<file path="src/rtl/sdram_read_arbiter.sv">
`default_nettype none
// ============================================================================
// Module   : sdram_read_arbiter
// Function : Round-robin arbiter sharing one AVMM SDRAM read master among
//            NREQ read requesters, tracking accepted-but-unreturned reads.
// Options  : define ARB_HOLD_LIMIT_EN to release a grant after HOLD_MAX
//            accepted reads whenever another requester is waiting.
// Revision : 1.0 - initial release
// ============================================================================
module sdram_read_arbiter #(
    parameter int NREQ      = 4,
    parameter int MAX_OUTST = 16,
    parameter int HOLD_MAX  = 9
) (
    input  logic                 clk,
    input  logic                 reset,
    input  logic [NREQ-1:0]      req_read,
    input  logic [32*NREQ-1:0]   req_address,
    input  logic [2*NREQ-1:0]    req_byteenable,
    output logic [NREQ-1:0]      req_waitrequest,
    output logic [NREQ-1:0]      req_readdatavalid,
    output logic [15:0]          req_readdata,
    output logic                 avm_m0_read,
    output logic [31:0]          avm_m0_address,
    output logic [1:0]           avm_m0_byteenable,
    input  logic [15:0]          avm_m0_readdata,
    input  logic                 avm_m0_readdatavalid,
    input  logic                 avm_m0_waitrequest
);

    localparam int c_GW = (NREQ > 1) ? $clog2(NREQ) : 1;
    localparam int c_OW = $clog2(MAX_OUTST + 1);
    localparam int c_HW = $clog2(HOLD_MAX + 1);

    localparam logic [c_OW-1:0] c_OUTST_FULL = c_OW'(MAX_OUTST);
    localparam logic [c_HW-1:0] c_HOLD_LIMIT = c_HW'(HOLD_MAX);
    localparam logic [c_GW-1:0] c_LAST_INIT  = c_GW'(NREQ - 1);

`ifdef ARB_HOLD_LIMIT_EN
    localparam logic c_HOLD_EN = 1'b1;
`else
    localparam logic c_HOLD_EN = 1'b0;
`endif

    localparam logic [1:0] c_ST_IDLE  = 2'd0;
    localparam logic [1:0] c_ST_BUSY  = 2'd1;
    localparam logic [1:0] c_ST_DRAIN = 2'd2;

    logic [1:0]      r_state, w_state_nxt;
    logic [c_GW-1:0] r_grant, w_grant_nxt;
    logic [c_GW-1:0] r_last_grant, w_last_grant_nxt;
    logic [c_OW-1:0] r_outst;
    logic [c_HW-1:0] r_hold_cnt;

    logic [c_GW-1:0] w_scan;
    logic [c_GW-1:0] w_rr_idx;
    logic            w_rr_found;
    logic            w_owner_read;
    logic            w_others_pending;
    logic            w_outst_full;
    logic            w_hold_hit;
    logic            w_stall;
    logic            w_accept;
    logic            w_rdv_ok;

    // Round-robin search starting just after the previous owner.
    always_comb begin
        w_rr_found = 1'b0;
        w_rr_idx   = '0;
        w_scan     = '0;
        for (int k = 1; k <= NREQ; k++) begin
            w_scan = c_GW'((int'(r_last_grant) + k) % NREQ);
            if (!w_rr_found && req_read[w_scan]) begin
                w_rr_found = 1'b1;
                w_rr_idx   = w_scan;
            end
        end
    end

    assign w_owner_read     = req_read[r_grant];
    assign w_others_pending = |(req_read & ~(NREQ'(1) << r_grant));
    assign w_outst_full     = (r_outst == c_OUTST_FULL);
    assign w_hold_hit       = c_HOLD_EN && (r_state == c_ST_BUSY) && (r_hold_cnt == c_HOLD_LIMIT);
    assign w_stall          = w_outst_full || w_hold_hit;
    assign w_accept         = avm_m0_read && !avm_m0_waitrequest;
    // Data returning with nothing outstanding belongs to no one (e.g. pre-reset reads).
    assign w_rdv_ok         = avm_m0_readdatavalid && (r_outst != '0);

    always_ff @(posedge clk or posedge reset) begin
        if (reset) begin
            r_state      <= c_ST_IDLE;
            r_grant      <= '0;
            r_last_grant <= c_LAST_INIT;
        end else begin
            r_state      <= w_state_nxt;
            r_grant      <= w_grant_nxt;
            r_last_grant <= w_last_grant_nxt;
        end
    end

    always_comb begin
        w_state_nxt      = r_state;
        w_grant_nxt      = r_grant;
        w_last_grant_nxt = r_last_grant;
        case (r_state)
            c_ST_IDLE: begin
                if (w_rr_found) begin
                    w_state_nxt = c_ST_BUSY;
                    w_grant_nxt = w_rr_idx;
                end
            end
            c_ST_BUSY: begin
                if (!w_owner_read || (w_hold_hit && w_others_pending)) begin
                    w_state_nxt      = c_ST_DRAIN;
                    w_last_grant_nxt = r_grant;
                end
            end
            c_ST_DRAIN: begin
                if (r_outst == '0) begin
                    w_state_nxt = c_ST_IDLE;
                end
            end
            default: w_state_nxt = c_ST_IDLE;
        endcase
    end

    // Outstanding reads and per-grant accept count (saturating when unused).
    always_ff @(posedge clk or posedge reset) begin
        if (reset) begin
            r_outst    <= '0;
            r_hold_cnt <= '0;
        end else begin
            if (w_accept && !w_rdv_ok) begin
                r_outst <= r_outst + 1'b1;
            end else if (w_rdv_ok && !w_accept) begin
                r_outst <= r_outst - 1'b1;
            end
            if ((r_state != c_ST_BUSY) || w_hold_hit) begin
                r_hold_cnt <= '0;
            end else if (w_accept && (r_hold_cnt != c_HOLD_LIMIT)) begin
                r_hold_cnt <= r_hold_cnt + 1'b1;
            end
        end
    end

    always_comb begin
        req_waitrequest   = '1;
        req_readdatavalid = '0;
        avm_m0_read       = 1'b0;
        avm_m0_address    = '0;
        avm_m0_byteenable = '0;
        case (r_state)
            c_ST_BUSY: begin
                avm_m0_read                = w_owner_read && !w_stall;
                avm_m0_address             = req_address[32*r_grant +: 32];
                avm_m0_byteenable          = req_byteenable[2*r_grant +: 2];
                req_waitrequest[r_grant]   = avm_m0_waitrequest || w_stall;
                req_readdatavalid[r_grant] = w_rdv_ok;
            end
            c_ST_DRAIN: begin
                req_readdatavalid[r_grant] = w_rdv_ok;
            end
            default: ;
        endcase
    end

    assign req_readdata = avm_m0_readdata;

endmodule
`default_nettype wire

</file>
<file path="config.mk">
export PLATFORM = sky130hd
export DESIGN_NAME = sdram_read_arbiter
export DESIGN_NICKNAME = d
export VERILOG_FILES = /design/src/rtl/sdram_read_arbiter.sv
export SDC_FILE = /design/constraint.sdc
export NUM_CORES = 1
export LEC_CHECK = 0
export ABC_CLOCK_PERIOD_IN_PS = 4520
export CORE_MARGIN = 2
export CORE_UTILIZATION = 29
export DETAILED_ROUTE_END_ITERATION = 8
export HOLD_SLACK_MARGIN = 0.02
export PLACE_DENSITY = 0.82
export SYNTH_ARGS = -nofsm -noshare
export SYNTH_HDL_FRONTEND = slang
export SYNTH_SLANG_ARGS = --single-unit
</file>
<file path="constraint.sdc">
create_clock -name clk -period 4.52 [get_ports clk]
set_clock_uncertainty 0.15 [all_clocks]
set_input_delay 0.904 -clock clk [delete_from_list [all_inputs] [get_ports clk]]
set_output_delay 0.904 -clock clk [all_outputs]
set_load 0.01 [all_outputs]
</file>
* Yosys cells after proc, flatten, opt, wreduce, memory -nomap -nowiden *
Index checks and enable logic that the tools add are counted.

storage, ports and cells
  register bits after elaboration = 11
  input port bits = 160

operators by class
  $add $sub $neg = 6
  $lt $le $gt $ge = 6
  equality and inequality tests = 6
  shifts and indexed selects = 2
  multiplexer cells = 31
  bitwise gates (word level) = 4
  reduce and logical (&&, ||, !) cells = 25

operators with widths
  operator                                                              count
  128-bit by 8-bit variable part select with 32-bit output              1
  32-bit 2-to-1 mux                                                     1
  2-bit 2-to-1 mux                                                      8
  2-bit by 3-bit < comparator with 1-bit output, second input constant  5
  1-bit 2-to-1 mux                                                      11
  1-bit binary-select mux with 2-bit select                             5
  5-bit 2-to-1 mux                                                      2
  1-bit logical AND                                                     9
  4-bit 2-to-1 mux                                                      2
  8-bit by 4-bit variable part select with 2-bit output                 1
  1-bit logical NOT                                                     7
  2-bit != test, second input constant                                  3
  2-bit one-hot mux with 3 select lines                                 1
  5-bit by 1-bit adder with 5-bit output, second input constant         1
  5-bit == test, second input constant                                  1
  5-bit logical NOT                                                     1
  5-bit nonzero test                                                    1
  5-bit by 1-bit subtractor with 5-bit output, second input constant    1
  2-bit by 1-bit adder with 2-bit output, second input constant         2
  2-bit adder, second input constant                                    2
  4-bit bitwise AND                                                     1
  4-bit inverter                                                        1
  4-bit OR                                                              1
  2-bit AND reduction                                                   2
  other kinds (10)                                                      10

* Logic depth before layout (Yosys ltp) *
Gate-level depths: netlist of the first run.

  depth after elaboration = 15
  gate-level depth with buffers = 12
  mapped depth without buffers = 11

* Least setup slack after synthesis of the first run *
No wires, ideal clock.

  path kind = input-to-reg
  start = input port req_read[3]
  end = register r_outst[4]
  arrival time = 3.091 ns
  required time = 4.244 ns
  slack = 1.153 ns
  stages = 10
  path buffers = 0
  cell sequence = mux2i_1 -> mux2_2 -> nor3_1 -> ha_1 -> inv_1 -> fa_1 -> a21o_1 -> a2111oi_0 -> a41oi_1 -> a221o_1

on the way
  cells in the longest elaborated chain, start to end = 8

RTL lines
  what                                         RTL line  text
  start, declared                              17        input logic [NREQ-1:0] req_read,
  1-bit binary-select mux with 2-bit select *  80        assign w_owner_read = req_read[r_grant];
  1-bit 2-to-1 mux (implied by the code) *     80
  1-bit logical AND *                          154       avm_m0_read = w_owner_read && !w_stall;
  1-bit 2-to-1 mux *                           152       case (r_state)
  1-bit logical AND *                          85        assign w_accept = avm_m0_read && !avm_m0_waitrequest;
  1-bit logical NOT                            135       end else if (w_rdv_ok && !w_accept) begin
  1-bit logical AND                            135
  2-bit nonzero test (no line)                 --
  end signal, assigned                         134       r_outst <= r_outst + 1'b1;
  end signal, assigned                         136       r_outst <= r_outst - 1'b1;
  end, declared                                52        logic [c_OW-1:0] r_outst;

Mark *: on every way between the ends. The rest lies on a longest branch, timed or not. The select of a mux whose other input is x is not followed.
A chain may end at the register's enable or synchronous reset.

* Worst setup path after layout of the first run *
  start = input port req_read[1]
  end = register r_outst[4]

Same word-level chain as after synthesis.

==> flow_summary.toml, run 1 <==
[run_status]
outcome = "finished clean"

[synthesis]
synth_top_family_by_area = "multiplexers"
synth_xor_area_share_pct = 1.29
syn_inst = 191
syn_nets = 360
synthMuxAreaShare_pct = 41.9
ys_seq_elements = 11
yosys.area_share.simple_pct = 18.2
synthArstFlopShare_pct = 100
yosysTopAreaCell = "mux4_2"
synth_adder_area_share_pct = 5.88
synth_top_area_share_pct = 37.5
syn_area_um2 = 2040
synthFlopType = "dfrtp_1"
ys_types = 42
synthTopCellsByArea = "mux4_2, dfrtp_1, and2_1"
yosys_warnings = 0
yosysSeqAreaShare_pct = 13.6
synth-compound-area-share_pct = 8.57
syn_avg_cell_area_um2 = 10.7
synth_edf_count = 0

[die]
fp.dieW_um = 88.0
rows = 30
core_area_um2 = 6790
io_pins = 219
die_h_um = 88.0
initial_utilization_pct = 30.1
dieArea_um2 = 7740

[final_layout]
stdcell_count = 449
areaGrowthSynthToFinish_pct = 91.7
final_cell_mix = "clkdlybuf4s50_1, mux4_2, and2_1"
antenna-diode-count = 0
nets = 523
drive_above_1_share_pct = 15.3
final_common_cell = "clkdlybuf4s50_1"

[drt]
vias = 2211
wl_met2_um = 4480
totalWireLength_um = 8060
ant_nets = 0
wl_met3_um = 684
drc = 0
dr.first_iter.drc_count = 50
highest_layer = "met4"
dr.pass1.iters = 5
wl_met1_um = 2780
via_per_inst = 4.92
routedWlPerCell_um = 17.9

[critical_path]
worstSetupEndpointType = "flip-flop"
r2r_cells = 10
cp_top_family = "compound AO/OA/AOI/OAI gates"
max_stage_delay_ns = 0.56
path_depth = 11
path_cells = "clkdlybuf4s50_1, mux2i_1, mux2_2, nor3_1, ha_1, inv_1, fa_1, a21o_1, a2111oi_0, a41oi_1, a221o_1"
cp.buffers_inverters = 2
reg2reg_from = "r_outst[0]$_DFFE_PP0P_"
crit_type = "in -> reg"
crit_path_top_delay_cell = "clkdlybuf4s50_1"
cp.required_ns = 4.49
start_kind = "input port"
critPathLaunch = "req_read[1]"
worstPathMaxFanout = 5
cp.arrival_ns = 4.03

[timing]
period_share_pct = 89.7
fmax_mhz = 247
rsz0062_at_grt = "no"
worst_slew_pin_slew_ns = 0.567
setup_viol = 0
post-route-min-period_ns = 4.06
setup_tns_ns = 0
finalHoldViolCount = 0
slew_headroom_pct = 62.2
finalMaxSlewViolations = 0

[placed_design]
portBuffers = 186
place_congestion = 0.824
place_inst = 445
dpl.hpwl_um = 6920

[clocking]
htree_levels = 1
clk_latency_ns = 0.24
cts_tree = "done"
cts_setup_buffers = 0
clk_path_buf_depth = 2
clock-root-buffer = "clkbuf_8"
cts_buffers = 3
cts_sinks = 11
postCtsHoldBufs = 0
clk_pin_slew_worst_paths_ns = 0.05
ctsResizeCount = 0

[global_route]
first_global_vias = 2256
grtUsageTotal_pct = 18.8
grt_max_degree = 45
grt_overflow = 0
grt_pass1_wl_um = 11200
grt_antenna_before_repair = 0

[power_and_ir_drop]
powerDensity_nw_per_um2 = 467
irDropWorstVdd_uv = 393
p_leak_nw = 1.43

[hold_path]
min_from = "r_outst[2]$_DFFE_PP0P_"
hold_path.class = "reg -> reg"
hold_depth = 2

[run]
maxCapViolations = 0
==> cells in the mapped netlist (2+ instances only) <==
cell,n
buf_1,2
nor3_1,3
dfstp_2,2
a31oi_1,3
nand3b_1,2
buf_2,3
buf_4,19
mux2_2,4
dfrtp_1,9
nor3b_1,2
ha_1,8
a21oi_1,4
and2_1,34
nand2b_1,2
clkbuf_1,7
o21ai_0,6
xnor2_1,2
mux2i_1,3
mux4_2,34
inv_1,7
nor2_1,5
nand2_1,10
==> area by class of cell <==
type / count / area, um^2
multi-input combinational: 142 / 1550
clock inverter: 1 / 5.00
inverter: 7 / 26.3
timing repair buffer: 189 / 1900
tap: 96 / 120
fill: 592 / 2880
sequential: 11 / 280
clock buffer: 3 / 41.3
==> tightest hold or removal path: stages (launching register included) <==
cell,delay (ns)
dfrtp_1,0.39
nand2_1,0.06
o21ai_0,0.06
==> flip-flops by register name (all words and copies together) (netlist names) <==
register      cells
r_grant           2
r_outst           5
r_state           2
r_last_grant      2
==> path summary, 6_finish.rpt <==
| kind | end | slack [ns] |
|---|---|---|
| setup / recovery | r_outst[4]$_DFFE_PP0P_ | 0.46 |
| hold / removal | r_outst[2]$_DFFE_PP0P_ | 0.40 |
| setup reg to reg | r_outst[4]$_DFFE_PP0P_ | 0.91 |
| hold reg to reg | r_outst[2]$_DFFE_PP0P_ | 0.40 |
| max in group asynchronous | r_grant[0]$_DFFE_PP0P_ | 3.08 |
| min in group asynchronous | r_outst[0]$_DFFE_PP0P_ | 0.81 |
==> per-stage QoR <==
step,utilization [%],hold WS (ns),power [mW],setup slack [ns],instance area (um^2)
finish,57.7,0.399,1.83,0.463,3920
floorplan,-,0.332,1.18,1.15,2040
global placement,57.0,0.376,1.71,0.470,3870
CTS,57.7,0.399,1.85,0.511,3920
global route,57.7,0.444,1.98,0.240,3920
detailed placement,57.0,0.387,1.75,0.271,3870
==> power by group <==
| group | switching (mW) | internal (mW) | total (mW) | leakage, nW |
|---|---|---|---|---|
| clock network | 0.0362 | 0.0605 | 0.0966 | 0.0255 |
| registers | 0.0836 | 0.159 | 0.243 | 0.128 |
| logic | 0.597 | 0.894 | 1.49 | 1.27 |
| total | 0.717 | 1.11 | 1.83 | 1.43 |
==> metal layers <==
| metal | track usage [%] | vias to the layer above |
|---|---|---|
| met5 | 0 | - |
| met4 | 4.06 | 0 |
| met3 | 4.24 | 10 |
| met2 | 37.6 | 119 |
| met1 | 19.8 | 1048 |
| li1 | - | 1034 |
==> cell families after synthesis <==
kind of cell / Yosys count
DFF: 11
adders and majority gates: 9
AOI/OAI and AO/OA: 24
and+or+nand+nor: 64
buffers and inverters: 38
xor gates and xnor gates: 3
muxes: 42
Note: power is estimated with default switching activity, not from simulation.
==> run 2, diff against run 1 <==
CELL_PAD_IN_SITES_DETAIL_PLACEMENT = 0   (was unset)
CELL_PAD_IN_SITES_GLOBAL_PLACEMENT = 1   (was unset)
CORE_UTILIZATION = 19   (was 29)
GPL_TIMING_DRIVEN = 0   (was unset)
PLACE_DENSITY = unset   (was 0.82)
PLACE_DENSITY_LB_ADDON = 0.1   (was unset)
==> run 2 against run 1 <==
Total power rose by 2.3%. Flip-flop and latch count did not move. Hold slack got worse by 0.0082 ns. Clock-buffer cell count rose by 1. Cell count rose by 19%. Combinational power rose by 5%. Critical path type unchanged. Sequential power fell by 12%. First-iteration DRC count rose by 34%. Critical endpoint unchanged. Critical path depth did not move. Maximum frequency rose by 1.7%.
==> flow_summary.toml, run 2 (synthesized netlist as in run 1, its figures left out) <==
[die]
dieArea_um2 = 11600
die_h_um = 108
rows = 37
io_pins = 219
fp.dieW_um = 108
core_area_um2 = 10400
initial_utilization_pct = 19.7

[drt]
dr.pass1.iters = 4
vias = 2322
dr.first_iter.drc_count = 67
totalWireLength_um = 9200
routedWlPerCell_um = 17.3
via_per_inst = 4.36
ant_nets = 0
drc = 0

[critical_path]
reg2reg_from = "r_state[1]$_DFFE_PP0P_"
cp.arrival_ns = 3.95
crit_type = "in -> reg"
timing.rr.end = "r_outst[4]$_DFFE_PP0P_"
crit_path_top_delay_cell = "clkdlybuf4s50_1"
path_cells = "clkdlybuf4s50_1, mux2i_1, mux2_2, nor3_1, ha_1, inv_1, fa_1, a21o_1, a2111oi_0, a41oi_1, a221o_1"
cp.required_ns = 4.48
reg2reg_setup_slack_ns = 0.88
cp_top_family = "compound AO/OA/AOI/OAI gates"
max_stage_delay_ns = 0.56
worstSetupEndpointType = "flip-flop"
r2r_cells = 12
start_kind = "input port"
worstPathMaxFanout = 5
cp.buffers_inverters = 2

[clocking]
postCtsHoldBufs = 0
cts_setup_buffers = 0
clk_path_buf_depth = 2
cts_tree = "done"
cts_sinks = 11
htree_levels = 1
cts_buffers = 3
clk_pin_slew_worst_paths_ns = 0.05
ctsResizeCount = 0
clock-root-buffer = "clkbuf_8"
clk_latency_ns = 0.23

[global_route]
grt_use_met2_pct = 28.1
grt_max_degree = 12
first_global_vias = 2386
grtUsageTotal_pct = 15.0
use_met1_pct = 17.4
grt_pass1_wl_um = 13500
grt_antenna_before_repair = 0
use_met3_pct = 3.51
grt_overflow = 0
gr-max-usage-layer = "met2"

[final_layout]
regMostFlops = "r_outst"
areaGrowthSynthToFinish_pct = 109
nets = 567
multi_input_area_um2 = 1550
area.sequential_um2 = 278
fillers = 1039
final_common_cell = "clkdlybuf4s50_1"
drive_above_1_share_pct = 17.6
antenna-diode-count = 0
final_cell_mix = "clkdlybuf4s50_1, mux4_2, and2_1"
largest_register_ffs = 5

[hold_path]
hold_path.class = "reg -> reg"
hold_depth = 2
min_from = "r_outst[3]$_DFFE_PP0P_"
hold_path_end = "r_outst[3]$_DFFE_PP0P_"

[power_and_ir_drop]
p_clk_share_pct = 5.2
p_seq_share_pct = 11.4
swShare_pct = 39.1
p_leak_nw = 1.58
p_sw_mw = 0.731
p_int_mw = 1.14
combPwrFrac_pct = 83.4
irDropWorstVdd_uv = 200
powerDensity_nw_per_um2 = 437

[timing]
period_share_pct = 88.2
finalMaxSlewViolations = 0
post-route-min-period_ns = 3.99
hold_slack_ns = 0.391
slew_headroom_pct = 60.6
worst_slew_pin_slew_ns = 0.591
rsz0062_at_grt = "no"
fmax_mhz = 251
setup_tns_ns = 0
finalHoldViolCount = 0
setup_viol = 0

[placed_design]
dpl.hpwl_um = 7910
portBuffers = 202
place_congestion = 0.733

[run_status]
outcome = "finished clean"

[run]
maxCapViolations = 0
-- run 2: through the flow --
step           cells  area (um^2)  total power [mW]  util [%]  setup WS (ns)
2_1_floorplan    191         2040              1.18         -           1.15
3_3_place_gp     529         4240              1.80      40.9          0.328
3_5_place_dp     529         4240              1.81      40.9          0.268
4_1_cts          533         4280              1.91      41.3          0.517
5_1_grt          533         4280              2.05      41.3          0.264
6_report         533         4280              1.87      41.3          0.532
-- run 2: worst max-delay path by stage --
stage | start | slack [ns] | depth (start not counted) | endpoint
finish | req_read[2] | 0.53 | 11 | r_outst[4]$_DFFE_PP0P_
global route | req_read[3] | 0.26 | 11 | r_outst[4]$_DFFE_PP0P_
CTS | req_read[3] | 0.52 | 11 | r_outst[4]$_DFFE_PP0P_
detailed placement | req_read[3] | 0.27 | 11 | r_outst[4]$_DFFE_PP0P_
global placement | req_read[3] | 0.33 | 11 | r_outst[4]$_DFFE_PP0P_
floorplan | req_read[3] | 1.15 | 10 | r_outst[4]$_DFFE_PP0P_
-- run 2: area by class of cell --
| class | instances | area share (%) |
|---|---|---|
| plain buffers | 31 | 4.47 |
| clock buffers | 4 | 1.05 |
| inverters | 7 | 0.614 |
| multi-input cells | 142 | 36.2 |
| flip-flops and latches | 11 | 6.49 |
| well taps | 136 | 3.97 |
| repair buffers | 202 | 47.2 |
-- run 2: power by group through the flow --
stage	Combinational (mW)	Clock, mW	Sequential [mW]
after floorplan	0.977	0	0.200
after global placement	1.59	0	0.214
after detailed placement	1.59	0	0.215
after CTS	1.60	0.101	0.214
after global routing	1.72	0.104	0.226
final	1.56	0.0975	0.213
-- run 2: metal layers --
| layer | share of wire, % | up-vias | wire length (um) |
|---|---|---|---|
| met4 | 0.79 | 0 | 73 |
| met2 | 53 | 110 | 4840 |
| li1 | - | 1120 | - |
| met3 | 8.8 | 4 | 810 |
| met1 | 38 | 1088 | 3480 |
| met5 | 0 | - | 0 |
-- run 2: worst register-to-register path: cells and delay by family (launching register included) --
| family | cells | cell delay, ns |
|---|---|---|
| adders and majority gates | 3 | 0.86 |
| and+or+nand+nor | 1 | 0.20 |
| AOI/OAI and AO/OA | 5 | 1.28 |
| DFF | 1 | 0.40 |
| buffers and inverters | 3 | 0.63 |
